[src/rtl/dmem_arbiter.sv]
// dmem_arbiter: arbitrates two requesters onto one single-port data memory.
//   Port 0 is the pipeline MEM stage. Port 1 is the loader/debug master.
//   Each transaction is a held req/ack handshake. The memory is accessed in
//   the cycle after the winner is latched, and the ack follows one cycle later.
//   Ports:
//     clk_i, rst_i                   clock (rising edge), async active-high reset
//     reqN_i/weN_i/addrN_i/wdataN_i  requester N command, held until ackN_o
//     ackN_o/rdataN_o                one-cycle completion pulse, registered read data
//     mem_write_d/mem_read_d/addr_d/write_data_d/read_data_q  memory bus
//     busy_o                         high while the memory access cycle is active
//     grant_o                        port being served or acked
`ifndef ADDRWIDTH
`define ADDRWIDTH 8
`endif
`ifndef WIDTH
`define WIDTH 32
`endif

module dmem_arbiter #(
  parameter int AW         = `ADDRWIDTH,
  parameter int DW         = `WIDTH,
  parameter bit FIXED_PRIO = 1'b0,
  parameter int MAX_WAIT   = 4
) (
  input  logic          clk_i,
  input  logic          rst_i,
  input  logic          req0_i,
  input  logic          we0_i,
  input  logic [AW-1:0] addr0_i,
  input  logic [DW-1:0] wdata0_i,
  output logic          ack0_o,
  output logic [DW-1:0] rdata0_o,
  input  logic          req1_i,
  input  logic          we1_i,
  input  logic [AW-1:0] addr1_i,
  input  logic [DW-1:0] wdata1_i,
  output logic          ack1_o,
  output logic [DW-1:0] rdata1_o,
  output logic          mem_write_d,
  output logic          mem_read_d,
  output logic [AW-1:0] addr_d,
  output logic [DW-1:0] write_data_d,
  input  logic [DW-1:0] read_data_q,
  output logic          busy_o,
  output logic          grant_o
);

  typedef enum logic [1:0] {S_IDLE, S_SERVE, S_DONE} state_t;

  localparam logic [3:0] WAIT_LIM = 4'(MAX_WAIT);

  state_t        r_state, w_next;
  logic          r_grant, r_last, r_we;
  logic [AW-1:0] r_addr;
  logic [DW-1:0] r_wdata, r_rdata0, r_rdata1;
  logic [3:0]    r_wait;
  logic          w_elig0, w_elig1, w_latch, w_win;

  // The port being acked is blind for one cycle, so a requester still
  // holding req during its ack is not served twice for the same command.
  always_comb begin
    w_elig0 = req0_i && !(r_state == S_DONE && !r_grant);
    w_elig1 = req1_i && !(r_state == S_DONE &&  r_grant);
    w_latch = (r_state != S_SERVE) && (w_elig0 || w_elig1);
    if (w_elig0 && w_elig1)
      w_win = FIXED_PRIO ? (r_wait >= WAIT_LIM) : !r_last;
    else
      w_win = w_elig1;
  end

  always_comb begin
    w_next = r_state;
    unique case (r_state)
      S_IDLE:  if (w_latch) w_next = S_SERVE;
      S_SERVE: w_next = S_DONE;
      S_DONE:  w_next = w_latch ? S_SERVE : S_IDLE;
      default: w_next = S_IDLE;
    endcase
  end

  // Bus strobes come from state and latched command only, so reset drops
  // them combinationally and no write can land on the next edge.
  assign busy_o       = (r_state == S_SERVE);
  assign mem_write_d  = (r_state == S_SERVE) &&  r_we;
  assign mem_read_d   = (r_state == S_SERVE) && !r_we;
  assign addr_d       = r_addr;
  assign write_data_d = r_wdata;
  assign ack0_o       = (r_state == S_DONE) && !r_grant;
  assign ack1_o       = (r_state == S_DONE) &&  r_grant;
  assign rdata0_o     = r_rdata0;
  assign rdata1_o     = r_rdata1;
  assign grant_o      = r_grant;

  always_ff @(posedge clk_i or posedge rst_i) begin
    if (rst_i) begin
      r_state  <= S_IDLE;
      r_grant  <= 1'b0;
      r_last   <= 1'b1;     // port 0 wins the first tie
      r_we     <= 1'b0;
      r_addr   <= '0;
      r_wdata  <= '0;
      r_rdata0 <= '0;
      r_rdata1 <= '0;
      r_wait   <= 4'd0;
    end else begin
      r_state <= w_next;
      if (w_latch) begin
        r_grant <= w_win;
        r_last  <= w_win;
        r_we    <= w_win ? we1_i    : we0_i;
        r_addr  <= w_win ? addr1_i  : addr0_i;
        r_wdata <= w_win ? wdata1_i : wdata0_i;
        // Starvation counter only moves on a grant decision.
        if (w_win || !req1_i)
          r_wait <= 4'd0;
        else if (r_wait != 4'hF)
          r_wait <= r_wait + 4'd1;
      end
      if (r_state == S_SERVE && !r_we) begin
        if (r_grant) r_rdata1 <= read_data_q;
        else         r_rdata0 <= read_data_q;
      end
    end
  end

endmodule

[config.mk]
export PLATFORM = sky130hd
export DESIGN_NAME = dmem_arbiter
export DESIGN_NICKNAME = d
export VERILOG_FILES = /design/src/rtl/dmem_arbiter.sv
export SDC_FILE = /design/constraint.sdc
export NUM_CORES = 1
export LEC_CHECK = 0
export BUFFER_PORTS_ARGS = -buffer_cell sky130_fd_sc_hd__buf_2
export CAP_MARGIN = 10
export CORE_MARGIN = 2
export CORE_UTILIZATION = 49
export CTS_CLUSTER_DIAMETER = 80
export DETAILED_ROUTE_END_ITERATION = 7
export GPL_TIMING_DRIVEN = 0
export PLACE_DENSITY_LB_ADDON = 0.08
export SLEW_MARGIN = 20
export SYNTH_ARGS = -nofsm -noshare
export SYNTH_HDL_FRONTEND = slang
export SYNTH_SLANG_ARGS = --single-unit
[constraint.sdc]
create_clock -name clk_i -period 6.4 [get_ports clk_i]
set_input_delay 0.32 -clock clk_i [delete_from_list [all_inputs] [get_ports clk_i]]
set_output_delay 0.32 -clock clk_i [all_outputs]
set_load 0.05 [all_outputs]
### Word level (Yosys, flattened, before mapping)

Index checks and enable logic that the tools add are counted.

| operators by class | value |
|---|---|
| equal/unequal tests | 4 |
| multiplexer cells | 7 |
| bitwise operators | 1 |
| reductions and logical operators | 17 |

Operators by type and width:

| kind | number |
|---|---|
| $mux 32 | 1 |
| $logic_and 1x1->1 | 8 |
| $mux 8 | 1 |
| $pmux 2 s3 | 1 |
| $logic_not 1->1 | 5 |
| $reduce_and 2->1 | 2 |
| $mux 1 | 3 |
| $eq 2x1->1 const B | 1 |
| $eq 2x2->1 const B | 1 |
| $logic_not 2->1 | 1 |
| $mux 2 | 1 |
| $ne 2x1->1 const B | 1 |
| $ne 2x2->1 const B | 1 |
| $logic_or 1x1->1 | 1 |
| $not 1->1 | 1 |

| word-level totals | value |
|---|---|
| register bits after elaboration | 109 |
| input port bits | 118 |
| output and inout bits | 110 |
| word-level logic and storage cells | 37 |

### Logic depth before layout (Yosys ltp)

Gate-level depths: netlist of the first run.

| logic depth | value |
|---|---|
| depth after elaboration | 8 |
| gate-level depth with buffers | 7 |
| gate-level depth less buffers | 5 |

### Worst setup path before layout of the first run

No wires, ideal clock.

| path | value |
|---|---|
| path kind | reg2out |
| start point | reg r_state[1] |
| end point | out mem_write_d |
| data arrival time | 1620 ps |
| required time | 6080 ps |
| setup slack | 4460 ps |
| cell stages (with the launch flop) | 4 |
| path buffers | 0 |
| path through | dfrtp_1 or2b_2 inv_1 and2_1 |

| on the way | value |
|---|---|
| longest elaborated chain between the ends | 2 |

Ends and longest elaborated chain:

| what | line | RTL |
|---|---|---|
| start, declared | 52 | `state_t r_state, w_next;` |
| start signal, assigned | 106 | `r_state <= w_next;` |
| $eq 2x1->1 | -- |  |
| net busy_o | 44 | `output logic busy_o,` |
| $logic_and 1x1->1 | 84 | `assign mem_write_d = (r_state == S_SERVE) && r_we;` |
| end, declared | 39 | `output logic mem_write_d,` |

The timed path passes the listed nets, and every way through them passes these cells.

### Final worst setup path of the first run

| path | value |
|---|---|
| start point | reg r_state[1] |
| end point | out mem_write_d |

| on the way | value |
|---|---|
| longest elaborated chain between the ends | 2 |

Ends and longest elaborated chain:

| what | line |
|---|---|
| $eq 2x1->1 | 84 |
| $logic_and 1x1->1 | 84 |

No other way between the ends.

==> impl_metrics.tcl, run 1 <==
set metrics [dict create \
    htree_num_levels 3 \
    cts_setup_buffers 0 \
    hold_buffers 0 \
    cts_resized 0 \
    core-area_mm2 0.00911 \
    gr-total-overflow 0 \
    violations "hold timing" \
    r2r_start "r_state[1]" \
    ys_seq_area_share_pct 60.2 \
    die_y_um 100 \
    postSynthCellCount 340 \
    io_pins 228 \
    critPathArrivalTime_ps 1650 \
    drc_errors 0 \
    grt_pass1_vias 3327 \
    rsz0062_at_grt "no" \
    reg2reg_to "rdata0_o[18]" \
    die-width_um 100 \
    cts_root_buf "clkbuf_8" \
    die_area_mm2 0.0100 \
    gp_congestion 0.781 \
    grt_pass1_wl_um 15900 \
    drtIter0Drc 39 \
    syn_nets 458 \
    final_util_pct 66.3 \
    register_area_mm2 0.00273 \
    initial_core_util_pct 49.7 \
    fin_skew_ps 13.8 \
    hold_class "in -> async" \
    synth_edf_count 0 \
    synthArstFlopShare_pct 100 \
    drt_first_pass_iters 4 \
    fmax_mhz 507 \
    endpoint_kind "primary output" \
    ys.warnings.count 0 \
    io_buffers 227 \
    post-route-period-util_pct 30.8 \
    outcome "finished, violations left" \
    startpoint_type "register" \
    vias_per_cell 4.92 \
    tightest_slew_ps 483 \
    area_growth_pct 33.2 \
    cp-startpoint "r_state[1]" \
    clk_pin_slew_ps 100 \
    ys_ff_latch 109 \
    finalNetCount 697 \
    crit_type "reg -> out" \
    syn_area_mm2 0.00453 \
    ff2ff_path_depth 4 \
    drv_slew 0 \
    clock-sinks 109 \
    synthFlopType "dfrtp_1" \
    syn_area_per_cell_um2 13.3 \
    maxCapViolCount 0 \
    fill_cells 743 \
    ys_types 20 \
    avgRoutedWirePerCell_um 15.0 \
    fin_hold_ws_ps -8.49 \
    antenna_found_initial 0 \
    r2r_slack_ps 4620 \
    fin_setup_tns_ps 0 \
    num_rows 35 \
    clk_latency_ps 360 \
    numCtsBuffers 9 \
    num_antenna_cells 0 \
    vias 3419 \
    relSlewSlack_pct 67.8 \
    ant_nets 0 \
    crit_fanout 5 \
    wl_um 10400 \
    dp_hpwl_um 7970 \
    grt_max_degree 58 \
    grt.total_usage_pct 20.4 \
    worst_ep_required_time_ps 6080 \
    period_needed_ps 1970 \
    multiInputGateArea_mm2 0.00163 \
    cts_tree "built" \
    finalSetupViolCount 0 \
    drive_gt1_share_pct 56.0 \
    hold_viol_final 4 \
    clockBufferDepth 2 \
]
==> per-layer routing <==
layer  wire length [um]  share of wire [%]  global-route usage, %  up-vias
met3                702                6.7                   4.46       14
met1               4220                 41                   24.0     1630
met4                167                1.6                   7.17        0
met5                  0                  0                      0        -
li1                   -                  -                      -     1651
met2               5310                 51                   36.7      124
==> logic make-up (layout without fill, tap and decap cells) <==
| kind of cell | after synthesis | in the layout | synth area share [%] |
|---|---|---|---|
| and+or+nand+nor | 51 | 51 | 5.14 |
| muxes | 108 | 108 | 25.6 |
| AOI/OAI and AO/OA | 45 | 45 | 5.30 |
| DFF | 109 | 109 | 60.2 |
| buffers and inverters | 27 | 271 | 3.67 |
==> worst max-delay path: stages, from the launching register on <==
cell and delay [ps]:
dfrtp_1 420, or2b_2 380, inv_1 120, and2_1 120
buf_2 260
==> flip-flops by register name, indices dropped and copies added, names as in the netlist <==
signal        count
grant_o           1
rdata1_o         32
addr_d            8
r_we              1
r_last            1
r_state           2
write_data_d     32
rdata0_o         32
==> cell type report <==
cell class | instances | area share (%)
Clock inverter | 6 | 1.16
Sequential cell | 109 | 45.2
Multi-Input combinational cell | 204 | 27.1
Timing Repair Buffer | 228 | 19.3
Clock buffer | 10 | 2.11
Buffer | 20 | 2.32
Inverter | 7 | 0.518
Tap cell | 111 | 2.30
==> cells in the mapped netlist, drive strengths merged, types with 2 or more instances <==
cell type	count	area share (%)
a21oi	42	4.6
dfrtp	108	60
mux2	64	16
and2	2	0.28
nor2	44	3.6
inv	7	0.58
nor3	2	0.72
buf	18	2.9
clkbuf	2	0.17
mux2i	44	9.7
==> worst max path at each step <==
| stage | endpoint | slack [ps] | cells past startpoint |
|---|---|---|---|
| final | mem_write_d | 4430 | 4 |
| after floorplan | addr_d[0] | 3210 | 1 |
| after global placement | rdata0_o[13] | 2130 | 2 |
| after CTS | mem_write_d | 4400 | 4 |
| after detailed placement | rdata0_o[3] | 4590 | 4 |
| after global routing | mem_write_d | 4350 | 4 |
==> layout by cell type (no fill, tap or decap), drive strengths merged <==
master  instances
a211oi          1
nand3b          1
a21oi          42
buf           246
nor3            2
dfrtp         108
or2b            1
mux2           64
bufinv          1
mux2i          44
clkbuf         12
and2            2
dfstp           1
o311ai          1
inv             9
nor2           44
a311oi          1
nor2b           1
clkinv          3
==> through the flow <==
step | instances | instance area [um2] | setup WS [ps] | hold slack [ps]
finish | 695 | 6030 | 4430 | -8.49
global route | 695 | 6030 | 4350 | 20.9
CTS | 695 | 6030 | 4400 | 1.55
detailed placement | 679 | 5840 | 4590 | 405
global placement | 678 | 5800 | 2130 | 448
floorplan | 340 | 4530 | 3210 | 430
Power of run 1 is not shown: default switching activity piles up to over one toggle a cycle in this logic, so the estimate is an artifact.
==> run 2: changes to the inputs <==
--- a/config.mk
+++ b/config.mk
@@ -8,7 +8,7 @@
 export BUFFER_PORTS_ARGS = -buffer_cell sky130_fd_sc_hd__buf_2
 export CAP_MARGIN = 10
 export CORE_MARGIN = 2
-export CORE_UTILIZATION = 49
+export CORE_UTILIZATION = 41
 export CTS_CLUSTER_DIAMETER = 80
 export DETAILED_ROUTE_END_ITERATION = 7
 export GPL_TIMING_DRIVEN = 0
==> constraint.sdc (replaced) <==
create_clock -name clk_i -period 1.7 [get_ports clk_i]
set_input_delay 0.085 -clock clk_i [delete_from_list [all_inputs] [get_ports clk_i]]
set_output_delay 0.085 -clock clk_i [all_outputs]
set_load 0.05 [all_outputs]
==> run 2 against run 1 <==
The flow now finishes without violations. Global-route usage is 1.5 points lower. Critical path depth rose by 2. Hold slack improved by 28 ps. Final cell count is 11% higher. Clock skew decreased by 5.1 ps. Routed wire length increased by 7.1%. Via count increased by 5.8%. Setup slack got worse by 4400 ps. Core utilization down 4.5 points. Flip-flop and latch count unchanged. Cell area grew 10%. Register-to-register slack got worse by 4600 ps. Critical path type is now reg -> reg. Critical endpoint is now addr_d[1]. Largest cell class unchanged.
==> impl_metrics.tcl, run 2 (synthesis gave the netlist of run 1 again) <==
set metrics [dict create \
    hold_class "in -> reg" \
    final_common_cell "buf_2" \
    drc_errors 0 \
    final_cells 769 \
    slowest_stage "dfrtp_1" \
    tightest_slew_ps 542 \
    whs_path_depth 3 \
    gr-total-overflow 0 \
    clockBufferDepth 2 \
    avgRoutedWirePerCell_um 14.5 \
    worst_ep_required_time_ps 1950 \
    core-area_mm2 0.0108 \
    io_buffers 227 \
    die_area_mm2 0.0119 \
    rsz0062_at_grt "yes" \
    initial_core_util_pct 42.0 \
    crit_buf_inv 2 \
    maxCapViolCount 0 \
    crit_type "reg -> reg" \
    post-route-period-util_pct 97.2 \
    drive_gt1_share_pct 55.3 \
    final_cell_mix "226 x buf_2, 107 x dfrtp_1, 60 x mux2_2" \
    hp-start "wdata1_i[26]" \
    clk_latency_ps 360 \
    place_inst 710 \
    vias_per_cell 4.70 \
    num_rows 38 \
    drt_first_pass_iters 4 \
    finalSetupViolCount 0 \
    io_pins 228 \
    critPathArrivalTime_ps 1900 \
    ant_nets 0 \
    num_antenna_cells 0 \
    r2r_start "r_state[1]" \
    hold_viol_final 0 \
    area_growth_pct 47.2 \
    fill_cells 899 \
    cts_tree "built" \
    critPathTopFamily "flip-flops" \
    cts_root_buf "clkbuf_8" \
    critical_path.max_stage_delay_ps 410 \
    numCtsBuffers 9 \
    path_cells "nor2b_1 > o311ai_2 > buf_6 > buf_12 > mux2i_1 > a21oi_1" \
    min_to "write_data_d[26]" \
    grt_max_degree 34 \
    fin_skew_ps 8.67 \
    die-width_um 109 \
    crit_fanout 10 \
    grt_pass1_wl_um 17400 \
    wl_um 11100 \
    die_y_um 109 \
    grt_pass1_vias 3654 \
    drv_slew 0 \
    reg2reg_to "addr_d[1]" \
    period_needed_ps 1650 \
    clk_pin_slew_ps 90 \
    ff2ff_path_depth 6 \
    vias 3616 \
    r2r_slack_ps 50 \
    endpoint_kind "register" \
    relSlewSlack_pct 63.8 \
    antenna_found_initial 0 \
    grt.total_usage_pct 18.9 \
    htree_num_levels 3 \
    cp-startpoint "r_state[1]" \
    fmax_mhz 605 \
    startpoint_type "register" \
    outcome "finished clean" \
    finalNetCount 742 \
    gp_congestion 0.708 \
    clock-sinks 109 \
    drtIter0Drc 102 \
    dp_hpwl_um 8310 \
]
## run 2: layer usage
| layer | wire (um) | share of wire, % | vias up | GRT usage [%] |
|---|---|---|---|---|
| met5 | 0 | 0 | - | 0 |
| met4 | 199 | 1.8 | 0 | 6.59 |
| met3 | 1080 | 9.7 | 15 | 6.69 |
| met2 | 5550 | 50 | 139 | 32.6 |
| met1 | 4320 | 39 | 1719 | 21.6 |
| li1 | - | - | 1743 | - |
## run 2: worst max path at each step
stage,cells past startpoint,slack (ps),end
3_5_place_dp,6,-70,r_we
6_report,6,50,addr_d[1]
4_1_cts,6,-10,write_data_d[24]
2_1_floorplan,6,-40,addr_d[0]
5_1_grt,4,-50,rdata1_o[14]
3_3_place_gp,2,-510,grant_o
## run 2: metrics by stage
stage	util [%]	TNS (ps)	setup WS (ps)	hold slack, ps	instance area (um2)
floorplan	-	-1640	-40.9	220	4540
global placement	54.2	-38530	-511	314	5850
detailed placement	54.8	-1100	-65.7	158	5910
CTS	60.4	-22.9	-10.8	0.156	6520
global route	61.8	-947	-54.1	9.86	6670
finish	61.8	0	47.1	19.6	6670
## run 2: final cells by class
cell class / instances / area [um2] / share of cell area, %
timing repair buffer: 273 / 1610 / 24.2
multi-input combinational: 204 / 1680 / 25.2
sequential: 109 / 2730 / 41.0
buffer: 20 / 233 / 3.49
inverter: 7 / 33.8 / 0.507
clock buffer: 10 / 138 / 2.06
tap: 140 / 175 / 2.63
clock inverter: 6 / 62.6 / 0.939
## run 2: worst reg2reg max path, delay by kind of cell, from the launching register on
kind                   cells  cell delay [ps]
AND/OR/NAND/NOR            1              190
buffers and inverters      2              370
multiplexers               1              240
AO/OA/AOI/OAI              2              330
flip-flops                 1              410
## run 2: timing repair
item,CTS,global route
pin swaps,1,1
setup endpoints to repair,64,101
hold buffers,34,0
hold endpoints to repair,88,0
buffers inserted,6,3
resized for setup,7,33
Power of run 2 is left out for the same reason.
==> run 3: changes to the inputs <==
--- a/config.mk
+++ b/config.mk
@@ -12,7 +12,7 @@
 export CTS_CLUSTER_DIAMETER = 80
 export DETAILED_ROUTE_END_ITERATION = 7
 export GPL_TIMING_DRIVEN = 0
-export PLACE_DENSITY_LB_ADDON = 0.08
+export PLACE_DENSITY = 0.76
 export SLEW_MARGIN = 20
 export SYNTH_ARGS = -nofsm -noshare
 export SYNTH_HDL_FRONTEND = slang
==> run 3 against run 2 <==
Non-clock buffer count grew 24. Flip-flop and latch count is the same. Die area is the same. Core utilization grew 2.4 points. Final cell count grew 3.1%. Routed wire length grew 9.9%. Global-route usage grew 1.2 points. Clock skew grew 9.0 ps. Fmax shrank 1.9%. Via count grew 5.4%. Critical path type unchanged. Highest routed layer unchanged.
==> impl_metrics.tcl, run 3 (synthesis gave the netlist of run 1 again) <==
set metrics [dict create \
    whs_path_depth 3 \
    hold_viol_final 0 \
    critPathArrivalTime_ps 1940 \
    final_common_cell "buf_2" \
    dp_hpwl_um 8590 \
    io_buffers 227 \
    grt_pass1_vias 3968 \
    fmax_mhz 594 \
    grt_pass1_wl_um 18500 \
    clk_latency_ps 370 \
    maxCapViolCount 0 \
    vias_per_cell 4.80 \
    avgRoutedWirePerCell_um 15.4 \
    endpoint_kind "register" \
    area_growth_pct 52.8 \
    initial_core_util_pct 42.0 \
    hp-start "wdata1_i[21]" \
    core-area_mm2 0.0108 \
    drtIter0Drc 158 \
    drv_slew 0 \
    clockBufferDepth 2 \
    reg2reg_to "write_data_d[13]" \
    hold_class "in -> reg" \
    startpoint_type "register" \
    gp_congestion 0.771 \
    ant_nets 0 \
    cp-startpoint "r_last" \
    fin_skew_ps 17.6 \
    grt_max_degree 37 \
    ir_worst_vdd_v 0.00152 \
    num_rows 38 \
    die_area_mm2 0.0119 \
    clock-sinks 109 \
    min_to "write_data_d[21]" \
    gr-total-overflow 0 \
    io_pins 228 \
    worst_ep_required_time_ps 1960 \
    drive_gt1_share_pct 54.5 \
    cts_root_buf "clkbuf_8" \
    rsz0062_at_grt "yes" \
    finalNetCount 766 \
    clk_pin_slew_ps 110 \
    crit_fanout 10 \
    period_needed_ps 1680 \
    power.density_mw_per_mm2 2290 \
    post-route-period-util_pct 99.1 \
    die_y_um 109 \
    antenna_found_initial 0 \
    power_mw 15.9 \
    final_cell_mix "228 x buf_2, 107 x dfrtp_1, 60 x mux2_2" \
    numCtsBuffers 9 \
    crit_type "reg -> reg" \
    vias 3810 \
    num_antenna_cells 0 \
    fin_setup_tns_ps 0 \
    leakage_nw 3.47 \
    drc_errors 0 \
    htree_num_levels 3 \
    grt.total_usage_pct 20.1 \
    relSlewSlack_pct 82.7 \
    wl_um 12200 \
    outcome "finished clean" \
    drt_first_pass_iters 4 \
    cts_tree "built" \
    tightest_slew_ps 252 \
    die-width_um 109 \
    finalSetupViolCount 0 \
    r2r_slack_ps 20 \
    ff2ff_path_depth 6 \
    r2r_start "r_last" \
]
==> run 3: changes by cell type in the layout (fill, tap and decap cells not counted), moves of 2 or more <==
| cell | delta |
|---|---|
| buf_2 | +2 |
| clkinv_2 | -3 |
| nor2_2 | +2 |
| clkinv_4 | -2 |
| nor2_1 | -2 |
| clkinvlp_4 | +2 |
| buf_4 | +8 |
| inv_8 | +2 |
| clkbuf_4 | -5 |
| dlygate4sd3_1 | +20 |
==> run 3: worst max-delay path, stage by stage (launching register included) <==
cell,delay (ps)
dfstp_2,540
inv_2,40
o311ai_2,290
buf_6,230
buf_12,160
mux2i_1,220
a21oi_1,90
==> run 3: layer usage <==
layer	vias to the layer above	wire [um]	part of all wire (%)	track usage [%]
met5	-	0	0	0
met4	0	372	3.0	10.4
met3	29	608	5.0	3.59
met2	141	6490	53	36.2
met1	1845	4770	39	22.6
li1	1795	-	-	-
==> run 3: how the worst max path moves through the flow <==
stage	slack [ps]	to	cells past startpoint
6_report	20	write_data_d[13]	6
2_1_floorplan	-40	addr_d[0]	6
3_3_place_gp	-490	grant_o	2
3_5_place_dp	-80	write_data_d[2]	6
5_1_grt	-50	rdata0_o[9]	4
4_1_cts	-30	rdata1_o[9]	4
==> run 3: what timing repair did <==
| action | CTS | global route |
|---|---|---|
| hold endpoints to repair | 149 | 0 |
| gates cloned | 0 | 1 |
| pin swaps | 0 | 1 |
| endpoints found under the setup margin | 91 | 102 |
| buffers inserted | 2 | 10 |
| resized for setup | 10 | 29 |
| hold buffers | 54 | 0 |
==> run 3: final cells by class <==
class | instances | area, um2
tap | 140 | 175
inverter | 7 | 33.8
fill | 843 | 3870
multi-input combinational | 204 | 1690
buffer | 20 | 224
clock buffer | 9 | 124
timing repair buffer | 297 | 1850
clock inverter | 7 | 92.6
sequential | 109 | 2730
==> run 3: report_power, final <==
group | switching (mW) | leakage (nW) | internal [mW]
registers | 0.695 | 1.27 | 3.90
clock network | 0.952 | 0.103 | 0.720
logic | 6.78 | 2.10 | 2.81
total | 8.43 | 3.47 | 7.44
==> run 3: per-stage QoR <==
| step | instances | hold WS, ps | util, % | setup WS [ps] | area, um2 |
|---|---|---|---|---|---|
| 4_1_cts | 782 | 0.828 | 62.2 | -30.1 | 6710 |
| 3_5_place_dp | 710 | 31.3 | 54.8 | -78.0 | 5910 |
| 3_3_place_gp | 707 | 317 | 54.2 | -485 | 5850 |
| 2_1_floorplan | 340 | 220 | - | -40.9 | 4540 |
| 5_1_grt | 793 | 20.0 | 64.1 | -46.8 | 6920 |
| 6_report | 793 | 12.6 | 64.1 | 15.5 | 6920 |
Note: power is estimated with default switching activity, not from simulation.
